==> config.mk <==
export PLATFORM = sky130hd
export DESIGN_NAME = memory_arbiter
export DESIGN_NICKNAME = d
export VERILOG_FILES = /design/src/rtl/memory_arbiter.sv
export SDC_FILE = /design/constraint.sdc
export NUM_CORES = 1
export LEC_CHECK = 0
export CELL_PAD_IN_SITES_DETAIL_PLACEMENT = 1
export CELL_PAD_IN_SITES_GLOBAL_PLACEMENT = 2
export CORE_UTILIZATION = 10
export DETAILED_ROUTE_END_ITERATION = 12
export PLACE_DENSITY = 0.95
export SYNTH_ARGS = -nofsm -noshare
export SYNTH_HDL_FRONTEND = slang
export SYNTH_SLANG_ARGS = --single-unit
==> constraint.sdc <==
create_clock -name CLK -period 1.66 [get_ports CLK]
set_clock_uncertainty 0.2 [all_clocks]
set_input_delay 0.332 -clock CLK [delete_from_list [all_inputs] [get_ports CLK]]
set_output_delay 0.332 -clock CLK [all_outputs]
set_load 0.02 [all_outputs]
==> src/rtl/memory_arbiter.sv <==
// Single-port RAM arbiter for icache/dcache word requests; dcache has fixed priority.
// Latency: completes in the first cycle ramstate==ACCESS under grant (minimum 1 cycle, from IDLE).
// Backpressure: iwait/dwait stay high until ACCESS; the grant is held until completion or request drop.
// Optional feature: define ARB_STARVE_GUARD_EN to bound icache starvation under dcache traffic.
module memory_arbiter (
    input  logic        CLK,
    input  logic        nRST,
    input  logic        iREN,
    input  logic [31:0] iaddr,
    output logic        iwait,
    output logic [31:0] iload,
    input  logic        dREN,
    input  logic        dWEN,
    input  logic [31:0] daddr,
    input  logic [31:0] dstore,
    output logic        dwait,
    output logic [31:0] dload,
    output logic        ramREN,
    output logic        ramWEN,
    output logic [31:0] ramaddr,
    output logic [31:0] ramstore,
    input  logic [31:0] ramload,
    input  logic [1:0]  ramstate
);

    typedef enum logic [1:0] {
        IDLE   = 2'd0,
        D_XFER = 2'd1,
        I_XFER = 2'd2
    } state_t;

    localparam logic [1:0] RAM_ACCESS = 2'd2;

    state_t      state_q, state_d;
    logic        grant_d, grant_i;
    logic        access;
    logic        d_done, i_done;
    logic        force_i;
    logic        ren_c, wen_c;
    logic [31:0] addr_c, store_c;

`ifdef ARB_STARVE_GUARD_EN
    localparam logic [2:0] STARVE_LIMIT = 3'd4;

    logic [2:0] cnt_q, cnt_d;

    assign force_i = iREN && (cnt_q == STARVE_LIMIT);

    // Counts dcache completions that overtook a pending icache read.
    always_comb begin
        cnt_d = cnt_q;
        if (!iREN || i_done) begin
            cnt_d = 3'd0;
        end else if (d_done && (cnt_q != STARVE_LIMIT)) begin
            cnt_d = cnt_q + 3'd1;
        end
    end
`else
    assign force_i = 1'b0;
`endif

    assign access = (ramstate == RAM_ACCESS);
    assign iload  = ramload;
    assign dload  = ramload;

    // Grant is recomputed each cycle; dropping the request under an XFER state aborts it.
    always_comb begin
        grant_d = 1'b0;
        grant_i = 1'b0;
        case (state_q)
            IDLE: begin
                if (force_i) begin
                    grant_i = 1'b1;
                end else if (dREN || dWEN) begin
                    grant_d = 1'b1;
                end else if (iREN) begin
                    grant_i = 1'b1;
                end
            end
            D_XFER:  grant_d = dREN || dWEN;
            I_XFER:  grant_i = iREN;
            default: ;
        endcase
    end

    assign d_done = grant_d && access;
    assign i_done = grant_i && access;

    always_comb begin
        state_d = state_q;
        if (state_q == IDLE) begin
            if (!access) begin
                if (grant_d) begin
                    state_d = D_XFER;
                end else if (grant_i) begin
                    state_d = I_XFER;
                end
            end
        end else if (!(grant_d || grant_i) || access) begin
            state_d = IDLE;
        end
    end

    always_comb begin
        ren_c   = 1'b0;
        wen_c   = 1'b0;
        addr_c  = 32'd0;
        store_c = 32'd0;
        if (grant_d) begin
            addr_c  = daddr;
            store_c = dstore;
            wen_c   = dWEN;
            ren_c   = dREN && !dWEN;
        end else if (grant_i) begin
            addr_c = iaddr;
            ren_c  = 1'b1;
        end
    end

    // Gating by nRST makes the RAM interface go quiet asynchronously during reset.
    assign ramREN   = nRST && ren_c;
    assign ramWEN   = nRST && wen_c;
    assign ramaddr  = nRST ? addr_c : 32'd0;
    assign ramstore = nRST ? store_c : 32'd0;
    assign iwait    = !(nRST && i_done);
    assign dwait    = !(nRST && d_done);

    always_ff @(posedge CLK or negedge nRST) begin
        if (!nRST) begin
            state_q <= IDLE;
`ifdef ARB_STARVE_GUARD_EN
            cnt_q   <= 3'd0;
`endif
        end else begin
            state_q <= state_d;
`ifdef ARB_STARVE_GUARD_EN
            cnt_q   <= cnt_d;
`endif
        end
    end

endmodule

; ---- After elaboration in Yosys (flattened, before gate mapping)
; Cells that the tools add are included.
[word_totals]
ff_bits = 2
output_inout_bits = 132
word_cells = 41
[classes]
n_eq_ne = 5
n_reduce_logical = 17
mux = 18
[ops]
columns = op, count
row1 = $mux 32, 5
row2 = $mux 2, 5
row3 = $logic_and 1x1->1, 7
row4 = $mux 1, 6
row5 = $eq 2x2->1 const B, 2
row6 = $logic_not 1->1, 4
row7 = $pmux 1 s2, 2
row8 = $logic_or 1x1->1, 3
row9 = $ne 3x3->1 const B, 1
row10 = $reduce_and 3->1, 1
row11 = $eq 2x1->1 const B, 1
row12 = $logic_not 2->1, 1
row13 = $ne 2x2->1 const B, 1
row14 = $reduce_bool 2->1, 1

; ---- Longest topological paths before layout
; Gate-level depths: netlist of run 1.
[logic_depth]
ltp_word = 8
mapped_depth = 6
depth_no_buf = 3

; ---- Least setup slack after synthesis of run 1
; Ideal clock, no wire load.
[synth_timing]
kind = input to output
startpoint = input dREN
endpoint = output ramaddr[10]
setup_slack_ps = -218
t_arrival_ps = 1346
stages = 5
path_cell_list = o21ba_1 > buf_6 > nor3b_4 > buf_6 > a22o_1
[synth_between]
elab_chain_len = 6
elab_cells_between_ends = 8
cone_classes = mux: 7 / reduce/logical: 1
[synth_lines]
columns = item, line
row1 = from (decl), 12  ; input logic dREN,
row2 = $logic_or 1x1->1 (*), "74, 80"
row3 = $mux 1, 74  ; end else if (dREN || dWEN) begin
row4 = $pmux 1 s2, 70  ; case (state_q)
row5 = $mux 32, 114  ; end else if (grant_i) begin
row6 = $mux 32 (*), 109  ; if (grant_d) begin
row7 = $mux 32 (*), 123  ; assign ramaddr = nRST ? addr_c : 32'd0;
row8 = to (decl), 20  ; output logic [31:0] ramaddr,
; Mark *: on every way between the ends. The rest lies on a longest branch, timed or not.

; ---- Final worst setup path of run 1
[layout_timing]
startpoint = register state_q[1]
endpoint = output ramaddr[1]
[layout_between]
elab_chain_len = 5
elab_cells_between_ends = 8
cone_classes = eq/ne: 2 / mux: 5 / reduce/logical: 1
[layout_lines]
columns = item, line
row1 = from (decl), 34  ; state_t state_q, state_d;
row2 = from (signal assigned), 135  ; state_q <= state_d;
row3 = $eq 2x2->1 or $logic_not 2->1 (tied branches), 70
row4 = $pmux 1 s2, 70
row5 = $mux 32, 114
row6 = $mux 32 (*), 109
row7 = $mux 32 (*), 123
; Marks and branches as above.

==> summary.md, run 1 <==
| Metric | Value |
|---|---|
| Area grow syn2layout | 160% |
| Max-cap check violation count | 0 |
| Failing checks | setup timing |
| Post-synth top area share | 0.386 |
| First-pass DRT Iterations | 3 |
| Synth Cell Area | 0.00125 sq mm |
| Global route overflow | 0 |
| Initial core utilization | 0.103 |
| Top_reg_cell synth | dfrtp_1 |
| Max reg flops | 2 |
| EDFF count, synth | 0 |
| Global-route wire length before repair | 9990 um |
| Final worst setup slack | -513 ps |
| Worst slack, placed | -1180 ps |
| Share of cells above drive strength 1 | 0.590 |
| Crit share post-route | 1.31 |
| RePlAce Congestion | roughly 0.64 |
| Final instance area | 0.00324 sq mm |
| Count of final setup violators | 67 |
| Synth area leaders | buf_4 39%, a22o_1 20%, and3_1 16% |
| Drt wl/cell | 16.1 um |
| FFs w/ async S/R, synth | 1.00 |
| Top reg by flops | state_q |
| Root Buffer | clkbuf_16 |
| Yosys warnings | 0 |
| Critical Path RT | 1130 ps |
| Syn Area/Cell | 7.89 sq um |
| Placed cell area | approximately 0.0030 sq mm |
| Num rows | 40 |
| Largest driver fanout on the critical path | 8 |
| Startpoint Class | flop |
| Die width | between 100 and 150 um |
| Synth unique cells | 18 |
| Die Area | ~0.013 sq mm |
| Initial antenna violation count | 0 |
| CP Capture Type | output pin |
| Yosys top cell by area | buf_4 |
| Kind of critical path | reg2out |
| # DRC | 0 |
| Final hold vios | 0 |
| I/O pin cnt | 267 |
| PwrDens | 413 mW/mm^2 |
| Diodes inserted | 0 |
| Clock latency on the worst-skew pair | 220 ps |
| CTS tree | yes |
| Top flop regs | state_q x2 |
| Syn Nets | ~290 |
| DP HPWL | 5140 um |
| Fmax | ~0.46 GHz |
| DR vias | 1,630 |
| RSZ-0062 raised after global routing | yes |
| Pin count of the biggest net entering global routing | 23 |
| Die Ht | 114 um |
| P_leak | 1.51 nW |
| Vias per cell | 3.65 |
| Port buffer count | 170 |
| CTS clock-pin slew for the worst setup and hold paths | 30 ps |
| Slew Limit Fails | 0 |
| Min-Delay Path Class | in2async |
| # H-tree levels | 1 |
| Total CTS buffers | 3 |
| Top cells by count, synth | 64 x buf_4, 32 x and3_1, 29 x a22o_1 |
| DR iter-0 viols | 25 |
| Routed WL | 7170 um |
| Sequential share of the synthesized area | 0.0402 |
| Core ar. | 0.0121 sq mm |
| Final core occ | 0.269 |
| Outcome | finished with violations |
| Vias in the first global route | 1,737 |
| CTS sink count | 2 |
| Top-count cell post-synth | buf_4 |
| Min Clock Period, post-route | 2170 ps |
| Clk buf depth | 2 |
| Antenna Violating Nets Remaining | 0 |
| Yosys reg bits | 2 |
| Slew @ Worst Pin | 324 ps |
| Slew headroom | 0.784 |
| WP data arrival | ~1600 ps |
| Synth Instances | roughly 160 |
| Nets | slightly above 400 |
| Max VDD drop | 0.544 mV |
| GRT Overall Usage | 0.100 |
-- area by class of cell --
type                            instances  area (sq um)
Timing Repair Buffer                  195          2010
Inverter                                1          3.75
Tap cell                              168           210
Multi-Input combinational cell         77           895
Fill cell                            1360          8820
Sequential cell                         2          50.0
Clock buffer                            3          75.1
-- where the power goes --
group          leakage [nW]  internal, mW  switching (mW)  total [mW]
Combinational          1.45         0.565           0.359       0.924
Clock                0.0370         0.306          0.0541       0.360
Sequential           0.0252        0.0521        0.000946      0.0530
Total                  1.51         0.923           0.414        1.34
-- routing by layer --
layer | share of wire | global-route usage | vias to the layer above
met5 | 0 | 0 | -
met4 | 0.0020 | 0.0167 | 0
met3 | 0.099 | 0.0303 | 4
met2 | 0.54 | 0.194 | 109
met1 | 0.35 | 0.107 | 775
li1 | - | - | 742
-- cell usage in the layout, fill, tap and decap left out, types with 2 or more instances in the layout --
cell type / netlist / layout
clkbuf_16: 0 / 5
buf_2: 0 / 7
buf_16: 0 / 3
clkdlybuf4s50_1: 0 / 98
and3_2: 0 / 28
buf_4: 64 / 37
buf_6: 8 / 40
buf_12: 0 / 5
nor2b_1: 2 / 2
a22o_4: 3 / 29
a22o_1: 29 / 3
dfrtp_1: 2 / 2
and3_1: 32 / 4
-- critical path, cell delays in order (launching register included) --
cell and delay (ps):
dfrtp_1 340, o21ba_4 180, nor3b_4 320, buf_12 170
buf_12 130, a22o_1 150, buf_6 120
-- per-stage QoR --
| step | std cells | power (mW) | hold WS, ps | TNS, ps |
|---|---|---|---|---|
| after global placement | 431 | 0.883 | 464 | -73730 |
| after floorplan | 158 | 0.633 | -164 | -6570 |
| after global routing | 446 | 1.40 | 72.5 | -30440 |
| final | 446 | 1.34 | 36.5 | -26380 |
| after CTS | 446 | 1.33 | 26.4 | -27350 |
| after detailed placement | 431 | 0.901 | 464 | -74790 |
-- worst paths after layout --
check / slack [ps] / start / to / depth (start not counted)
max in group asynchronous: 1090 / nRST / state_q[1] / 2
hold / removal: 40 / nRST / state_q[0] / 2
setup / recovery: -510 / state_q[1] / ramaddr[1] / 6
setup reg to reg: 340 / state_q[1] / state_q[0] / 4
hold reg to reg: 420 / state_q[0] / state_q[1] / 3
min in group CLK: 420 / state_q[0] / state_q[1] / 3
-- repair_timing --
item | 4_1_cts | 5_1_grt
setup buffers | 9 | 1
hold buffers | 0 | 0
pin swaps | 5 | 6
hold endpoints to repair | 0 | 0
gates cloned | 4 | 3
setup endpoints to repair | 68 | 68
gates resized for setup | 395 | 9
-- kinds of logic (layout without fill, tap and decap cells) --
kind of cell / after synthesis / after routing / synth area share
AND/OR/NAND/NOR: 42 / 42 / 0.219
flip-flops: 2 / 2 / 0.0402
AO/OA/AOI/OAI: 35 / 35 / 0.262
buffers and inverters: 79 / 199 / 0.479
Power figures use the tool's default switching activity.
==> inputs of run 2 (changes only) <==
--- a/config.mk
+++ b/config.mk
@@ -8,6 +8,7 @@
 export CELL_PAD_IN_SITES_DETAIL_PLACEMENT = 1
 export CELL_PAD_IN_SITES_GLOBAL_PLACEMENT = 2
 export CORE_UTILIZATION = 10
+export CTS_CLUSTER_SIZE = 25
 export DETAILED_ROUTE_END_ITERATION = 12
 export PLACE_DENSITY = 0.95
 export SYNTH_ARGS = -nofsm -noshare
==> results of run 2 <==
The final DEF is identical to that of run 1; final timing and power are the same.
